### src/rtl/tmds_encoder_if.sv
// tmds_encoder_if: pixel-side inputs (de, data, c0, c1) and encoded symbol output (tmds)
interface tmds_encoder_if;
  logic de;
  logic [7:0] data;
  logic c0;
  logic c1;
  logic [9:0] tmds;
  modport master(output de, data, c0, c1, input tmds);
  modport slave(input de, data, c0, c1, output tmds);
endinterface

### src/rtl/tmds_encoder.sv
// tmds_encoder: DVI TMDS channel encoder, 8b/10b with running disparity, 2-clock latency
// CLOCK_PX: pixel clock; RESET: async active-high; bus: de/data/c0/c1 in, tmds symbol out (bit 0 first)
module tmds_encoder #(
  parameter logic [9:0] CTRL_TOKEN_RESET = 10'b1101010100
) (
  input logic CLOCK_PX,
  input logic RESET,
  tmds_encoder_if.slave bus
);
  logic [3:0] n1d, n1q;
  logic use_xnor, de_q, c0_q, c1_q, inv, case_a, case_b;
  logic [8:0] qm, qm_q;
  logic signed [4:0] cnt, cnt_nxt, diff;
  logic [9:0] tmds_q, tmds_nxt, token;
  always_comb begin
    n1d = '0;
    for (int i = 0; i < 8; i++) n1d = n1d + {3'b0, bus.data[i]};
    use_xnor = n1d > 4'd4 || (n1d == 4'd4 && !bus.data[0]);
    qm[0] = bus.data[0];
    for (int i = 1; i < 8; i++) qm[i] = qm[i-1] ^ bus.data[i] ^ use_xnor;
    qm[8] = !use_xnor;
  end
  // diff = n1q - n0q = 2*n1q - 8, wraps correctly modulo 32
  always_comb begin
    n1q = '0;
    for (int i = 0; i < 8; i++) n1q = n1q + {3'b0, qm_q[i]};
    diff = $signed({n1q, 1'b0}) - 5'sd8;
    case_a = cnt == 5'sd0 || n1q == 4'd4;
    case_b = (cnt > 5'sd0 && n1q > 4'd4) || (cnt < 5'sd0 && n1q < 4'd4);
    inv = case_a ? !qm_q[8] : case_b;
    token = c1_q ? (c0_q ? 10'b1010101011 : 10'b0101010100)
                 : (c0_q ? 10'b0010101011 : 10'b1101010100);
    tmds_nxt = de_q ? {inv, qm_q[8], inv ? ~qm_q[7:0] : qm_q[7:0]} : token;
    cnt_nxt = !de_q ? 5'sd0
            : case_a ? (qm_q[8] ? cnt + diff : cnt - diff)
            : case_b ? cnt - diff + (qm_q[8] ? 5'sd2 : 5'sd0)
            : cnt + diff - (qm_q[8] ? 5'sd0 : 5'sd2);
  end
  always_ff @(posedge CLOCK_PX or posedge RESET)
    if (RESET) begin
      de_q <= 1'b0;
      c0_q <= 1'b0;
      c1_q <= 1'b0;
      qm_q <= '0;
      cnt <= '0;
      tmds_q <= CTRL_TOKEN_RESET;
    end else begin
      de_q <= bus.de;
      c0_q <= bus.c0;
      c1_q <= bus.c1;
      qm_q <= qm;
      cnt <= cnt_nxt;
      tmds_q <= tmds_nxt;
    end
  assign bus.tmds = tmds_q;
endmodule

### src/flat_wrapper.sv
// flat-port wrapper written by rule: the top's interface ports become plain ports
module tmds_encoder_flat 
#(
  parameter logic [9:0] CTRL_TOKEN_RESET = 10'b1101010100
)
  (CLOCK_PX, RESET, bus_de, bus_data, bus_c0, bus_c1, bus_tmds);
  tmds_encoder_if bus_i ();
  input logic CLOCK_PX;
  input logic RESET;
  input wire logic [$bits(bus_i.de)-1:0] bus_de;
  input wire logic [$bits(bus_i.data)-1:0] bus_data;
  input wire logic [$bits(bus_i.c0)-1:0] bus_c0;
  input wire logic [$bits(bus_i.c1)-1:0] bus_c1;
  output wire logic [$bits(bus_i.tmds)-1:0] bus_tmds;
  assign bus_i.de = bus_de;
  assign bus_i.data = bus_data;
  assign bus_i.c0 = bus_c0;
  assign bus_i.c1 = bus_c1;
  assign bus_tmds = bus_i.tmds;
  tmds_encoder #(.CTRL_TOKEN_RESET(CTRL_TOKEN_RESET)) u_core (.CLOCK_PX(CLOCK_PX), .RESET(RESET), .bus(bus_i));
endmodule
### config.mk
export PLATFORM = sky130hd
export DESIGN_NAME = tmds_encoder_flat
export DESIGN_NICKNAME = d
export VERILOG_FILES = /design/src/rtl/tmds_encoder_if.sv /design/src/rtl/tmds_encoder.sv /design/src/flat_wrapper.sv
export SDC_FILE = /design/constraint.sdc
export NUM_CORES = 1
export LEC_CHECK = 0
export CORE_ASPECT_RATIO = 1.1
export CORE_UTILIZATION = 52
export CTS_BUF_LIST = sky130_fd_sc_hd__clkbuf_2 sky130_fd_sc_hd__clkbuf_4 sky130_fd_sc_hd__clkbuf_8
export CTS_CLUSTER_SIZE = 10
export DETAILED_ROUTE_END_ITERATION = 7
export PLACE_DENSITY_LB_ADDON = 0.05
export SYNTH_ARGS = -nofsm -noshare
export SYNTH_HDL_FRONTEND = slang
export SYNTH_SLANG_ARGS = --single-unit
export TNS_END_PERCENT = 30
### constraint.sdc
create_clock -name CLOCK_PX -period 4.2 [get_ports CLOCK_PX]
set_input_delay 0.84 -clock CLOCK_PX [delete_from_list [all_inputs] [get_ports CLOCK_PX]]
set_output_delay 0.84 -clock CLOCK_PX [all_outputs]
set_load 0.03 [all_outputs]
==> results of run 1 <==
-- state kept, by name (all words and copies together) (netlist names) --
| signal | count |
|---|---|
| u_core.c1_q | 1 |
| u_core.de_q | 1 |
| u_core.cnt | 4 |
| u_core.c0_q | 1 |
| u_core.qm_q | 9 |
| u_core.bus.tmds | 10 |
-- what timing repair did --
action,CTS,global route
buffers inserted,1,2
pin swaps,2,6
setup endpoints to repair,4,16
gates resized for setup,3,9
-- through the flow --
step                worst slack, ns    TNS, ns  hold slack, ns    util
detailed placement          -0.2883     -1.403          0.5654  0.6308
CTS                       -0.001661  -0.001661          0.5783  0.6508
floorplan                    0.1353          0          0.5049       -
global placement            -0.1581    -0.6386          0.5386  0.6308
finish                      0.07853          0          0.5769  0.6618
global route               -0.08754    -0.3097          0.6129  0.6618
-- worst register-to-register path, stage by stage (launching register included) --
cell     delay [ns]
dfrtp_1        0.40
ha_1           0.29
inv_2          0.03
fa_1           0.49
fa_1           0.44
fa_2           0.37
fa_2           0.61
fa_2           0.49
ha_2           0.20
xor2_1         0.14
mux2i_1        0.14
mux2i_1        0.10
xor2_1         0.16
and2_1         0.16
-- layout by cell type, fill, tap and decap left out, types with 5 or more instances in the layout --
cell,Yosys,routed
a21o_1,8,8
a21oi_1,6,6
buf_4,1,11
clkdlybuf4s50_1,0,21
dfrtp_1,21,21
dfstp_2,5,5
fa_1,10,6
ha_1,20,18
inv_1,30,29
mux2i_1,7,7
nand2_1,7,7
nor2b_1,5,5
xnor2_1,16,15
xor2_1,8,8
-- layer usage --
layer | vias to the layer above | wire length (um) | global-route usage
met5 | - | 0 | 0
li1 | 639 | - | -
met4 | 0 | 19 | 0.04545
met3 | 5 | 74 | 0.03883
met2 | 18 | 1932 | 0.3723
met1 | 617 | 1451 | 0.2322
-- kinds of logic after synthesis --
| logic type | Yosys count | synth area share |
|---|---|---|
| buf+inv | 34 | 0.07048 |
| fa+ha+maj | 30 | 0.2286 |
| xor+xnor | 29 | 0.1511 |
| compound gates | 28 | 0.1105 |
| flops | 26 | 0.3333 |
| simple gates | 25 | 0.07047 |
| mux | 7 | 0.03556 |
-- worst max-delay path by stage --
| stage | from | to | slack [ns] | cells past startpoint |
|---|---|---|---|---|
| final | u_core.qm_q[0] | u_core.cnt[3] | 0.08 | 13 |
| after global routing | u_core.qm_q[0] | u_core.cnt[3] | -0.09 | 13 |
| after CTS | u_core.qm_q[0] | u_core.cnt[3] | -0.002 | 13 |
| after detailed placement | bus_data[0] | u_core.qm_q[5] | -0.29 | 13 |
| after global placement | bus_data[0] | u_core.qm_q[5] | -0.16 | 13 |
| after floorplan | u_core.qm_q[0] | u_core.cnt[3] | 0.14 | 13 |
-- area by class of cell --
| type | count | area share |
|---|---|---|
| multi-input combinational | 119 | 0.5031 |
| sequential | 26 | 0.2737 |
| timing repair buffer | 33 | 0.1272 |
| inverter | 30 | 0.04692 |
| tap | 50 | 0.02607 |
| clock buffer | 4 | 0.02294 |
-- synthesized netlist by cell type (2+ instances only) --
| cell | instances | area (um2) |
|---|---|---|
| fa_1 | 10 | 200.2 |
| dfrtp_1 | 21 | 525.5 |
| o21ai_0 | 5 | 25.02 |
| xnor2_1 | 16 | 140.1 |
| ha_1 | 20 | 250.2 |
| inv_1 | 30 | 112.6 |
| nand2_1 | 7 | 26.28 |
| a21o_1 | 8 | 60.06 |
| xor2_1 | 8 | 70.07 |
| nand3_1 | 3 | 15.01 |
| nor2_1 | 4 | 15.01 |
| nor2b_1 | 5 | 31.28 |
| o21bai_1 | 2 | 15.01 |
| mux2i_1 | 7 | 70.07 |
| clkbuf_1 | 2 | 7.510 |
| nor3b_1 | 2 | 15.01 |
| xnor2_2 | 3 | 48.80 |
| a21oi_1 | 6 | 30.03 |
| dfstp_2 | 5 | 131.4 |
==> impl_metrics.tcl, run 1 <==
set metrics [dict create \
    dp.cells 255 \
    period_minus_slack_ns 4.121 \
    postCtsHoldBufs 0 \
    rr_worst_depth 13 \
    fin_crit_sh 0.9813 \
    remaining_drc_errors 0 \
    grt-ovfl-total 0 \
    multi_input_area_mm2 0.001207 \
    status "completed" \
    synth_edf_count 0 \
    max_cap_viol_count 0 \
    grt_max_degree 27 \
    nets 256 \
    seqCellArea_um2 656.9 \
    ant_nets 0 \
    nFillCells 293 \
    synthToLayoutAreaGrowth_pct 21.78 \
    wl_um 3477 \
    track_usage 0.2005 \
    hold_end "u_core.bus.tmds[9]" \
    drt_iter0_drc 35 \
    cp.buffers_inverters 1 \
    vias 1279 \
    final_cell_area_mm2 0.002400 \
    diodes 0 \
    ys_seq_area_frac 0.3333 \
    async_flop_share 1.000 \
    clock_latency_ns 0.27 \
    maxSlewViolCount 0 \
    r2r_setup_slack_ns 0.08 \
    synth_flop_cell "dfrtp_1" \
    setup_viol 0 \
    synth.distinct_cells 34 \
    antenna_found_initial 0 \
    syn_inst 179 \
    critPathArrivalTime_ns 4.29 \
    ys_ff_latch 26 \
    viasPerCell 4.882 \
    wl_per_cell_um 13.27 \
    synthesis.nets 222 \
    worstReg2RegStart "u_core.qm_q[0]" \
    routabilityCongestion 0.8636 \
    max_stage_delay_ns 0.60 \
    initial_core_util 0.5435 \
    worst_pin_slew_ns 0.9492 \
    port_buffers 22 \
    numCtsBuffers 3 \
    worstPathCellList "ha_1, inv_2, fa_1, fa_1, fa_2, fa_2, fa_2, ha_2, xor2_1, mux2i_1, mux2i_1, xor2_1, and2_1" \
    dieHeight_um 66.57 \
    cp_data_required_time_ns 4.37 \
    cp_slowest_cell "fa_2" \
    finalHoldViolCount 0 \
    design.core.area_mm2 0.003626 \
    syn-cell-area_mm2 0.001971 \
    avgSynthCellArea_um2 11.01 \
    rows 23 \
    start_kind "register" \
    path_clk_slew_ns 0.09 \
    dp_hpwl_um 2890 \
    hold_path_class "register to register" \
    max_slew_margin 0.3665 \
    yosys_warnings 0 \
    dpl-instance-area_mm2 0.002287 \
    worstHoldStart "u_core.c1_q" \
    crit_top_cell "fa_2" \
    first_global_vias 1303 \
    cts_tree "done" \
    die_x_um 60.70 \
    ios 23 \
    grt_first_pass_wirelength_um 5892 \
    dr.pass1.iters 4 \
    cts_max_level 1 \
    skew_ns 0.004069 \
    end_kind "register" \
    fp.dieArea_mm2 0.004040 \
    cts_sinks 26 \
    drive_gt1_frac 0.1887 \
    cpLargestDelayFamily "adder cells" \
    hold-path-cell-count 2 \
    cts_root_buf "clkbuf_8" \
    finalNonFillerCells 262 \
    timing.rr.end "u_core.cnt[3]" \
    path_class "register to register" \
    fmax_ghz 0.2426 \
    clock_path_buffers 2 \
    rsz0062_at_grt "yes" \
    cp_max_fo 4 \
]
Power of run 1 is left out: the tool's default activity adds up to more than one toggle a clock period on the data nets, which glitch-free logic cannot reach.
==> run 2: changes to the inputs <==
- CORE_UTILIZATION: 52 -> 51
- CTS_BUF_LIST: sky130_fd_sc_hd__clkbuf_2 sky130_fd_sc_hd__clkbuf_4 sky130_fd_sc_hd__clkbuf_8 -> not set
==> run 2 against run 1 <==
- cell area is 1.3% higher
- routed wire length is 4.5% higher
- critical path depth stayed put
- hold slack worse by 0.0064 ns
- register-to-register slack hardly changed
- global-route usage is 0.081 points lower
- clock-buffer cell count is 1 lower
- critical path type unchanged
==> impl_metrics.tcl, run 2 (synthesis gave the netlist of run 1 again) <==
set metrics [dict create \
    cts_root_buf "clkbuf_8" \
    dr.pass1.iters 4 \
    viasPerCell 4.882 \
    setup_viol 0 \
    grt_max_degree 27 \
    ant_nets 0 \
    crit_top_cell "fa_1" \
    maxSlewViolCount 0 \
    critPathArrivalTime_ns 4.28 \
    start_kind "register" \
    final_cell_mix "30 x inv_1, 22 x clkdlybuf4s50_1, 21 x dfrtp_1, 17 x ha_1, 15 x xnor2_1" \
    port_buffers 22 \
    initial_core_util 0.5350 \
    synthToLayoutAreaGrowth_pct 23.36 \
    track_usage 0.1997 \
    rr_worst_depth 13 \
    skew_ns 0.004799 \
    nets 257 \
    first_global_vias 1410 \
    numCtsBuffers 3 \
    grt_first_pass_wirelength_um 5892 \
    remaining_drc_errors 0 \
    largest_register_ffs 10 \
    end_kind "register" \
    dp_hpwl_um 2963 \
    timing.rr.end "u_core.cnt[3]" \
    drt_iter0_drc 33 \
    fp.dieArea_mm2 0.004117 \
    cp_max_fo 4 \
    diodes 0 \
    design.core.area_mm2 0.003684 \
    ios 23 \
    wl_um 3635 \
    path_clk_slew_ns 0.09 \
    period_minus_slack_ns 4.113 \
    worst_pin_slew_ns 0.9322 \
    hold-path-cell-count 2 \
    hold_path_class "register to register" \
    path_class "register to register" \
    antenna_found_initial 0 \
    cts_tree "done" \
    fin_tns_setup_ns 0 \
    max_stage_delay_ns 0.60 \
    rsz0062_at_grt "yes" \
    cts_sinks 26 \
    routabilityCongestion 0.7895 \
    fin_crit_sh 0.9792 \
    max_cap_viol_count 0 \
    wl_per_cell_um 13.82 \
    clock_path_buffers 2 \
    status "completed" \
    worstPathCellList "ha_1, inv_1, fa_1, fa_1, fa_2, fa_2, fa_1, ha_2, xor2_1, mux2i_1, mux2i_1, xor2_1, and2_1" \
    holdWs_ns 0.5705 \
    worstHoldStart "u_core.c1_q" \
    vias 1284 \
    r2r_setup_slack_ns 0.09 \
    fmax_ghz 0.2432 \
    cp_data_required_time_ns 4.37 \
    cts_max_level 1 \
    clock_latency_ns 0.27 \
    rows 23 \
    cp_slowest_cell "fa_2" \
    max_slew_margin 0.3778 \
    hold_end "u_core.bus.tmds[9]" \
    postCtsHoldBufs 0 \
    dieHeight_um 67.20 \
    worstReg2RegStart "u_core.qm_q[0]" \
    layout_commonest_cell "inv_1" \
    drive_gt1_frac 0.1878 \
    final_util 0.6600 \
    die_x_um 61.27 \
    finalHoldViolCount 0 \
    grt-ovfl-total 0 \
]
run 2: final cells by class:
| type | count | area, um2 |
|---|---|---|
| fill | 338 | 1252 |
| multi-input combinational | 119 | 1217 |
| sequential | 26 | 656.9 |
| timing repair buffer | 34 | 310.3 |
| inverter | 30 | 112.6 |
| tap | 50 | 62.56 |
| clock buffer | 3 | 41.29 |
| clock inverter | 1 | 30.03 |
run 2: timing repair:
action / CTS / global route
resized for setup: 5 / 5
pin swaps: 2 / 5
setup buffers: 1 / 1
setup endpoints to repair: 3 / 13
run 2: worst max-delay path, delay by kind of cell, from the launching register on:
| family | cells | cell delay [ns] |
|---|---|---|
| XOR/XNOR | 2 | 0.30 |
| AND/OR/NAND/NOR | 1 | 0.16 |
| buffers and inverters | 1 | 0.04 |
| multiplexers | 2 | 0.24 |
| adder cells (fa/ha/maj) | 7 | 2.84 |
| flip-flops | 1 | 0.42 |
run 2: metal layers:
layer | GRT usage | part of all wire | wire length (um)
met5 | 0 | 0 | 0
met4 | 0.1080 | 0.034 | 123
met3 | 0.02299 | 0.020 | 74
met2 | 0.3859 | 0.56 | 2033
met1 | 0.2015 | 0.39 | 1404
run 2: through the flow:
stage	area [um2]	std cells	setup WS (ns)
final	2431	263	0.08749
after global routing	2431	263	-0.06146
after CTS	2396	262	0.01061
after detailed placement	2302	257	-0.2978
after global placement	2302	257	-0.1086
after floorplan	1971	179	0.1353
run 2: worst max path at each step:
stage	cells after the start	to	slack, ns	start
2_1_floorplan	13	u_core.cnt[3]	0.14	u_core.qm_q[0]
3_3_place_gp	13	u_core.qm_q[7]	-0.11	bus_data[0]
3_5_place_dp	13	u_core.qm_q[5]	-0.30	bus_data[0]
4_1_cts	13	u_core.cnt[3]	0.01	u_core.qm_q[0]
5_1_grt	13	u_core.cnt[3]	-0.06	u_core.qm_q[0]
6_report	13	u_core.cnt[3]	0.09	u_core.qm_q[0]
Power of run 2 is left out for the same reason.
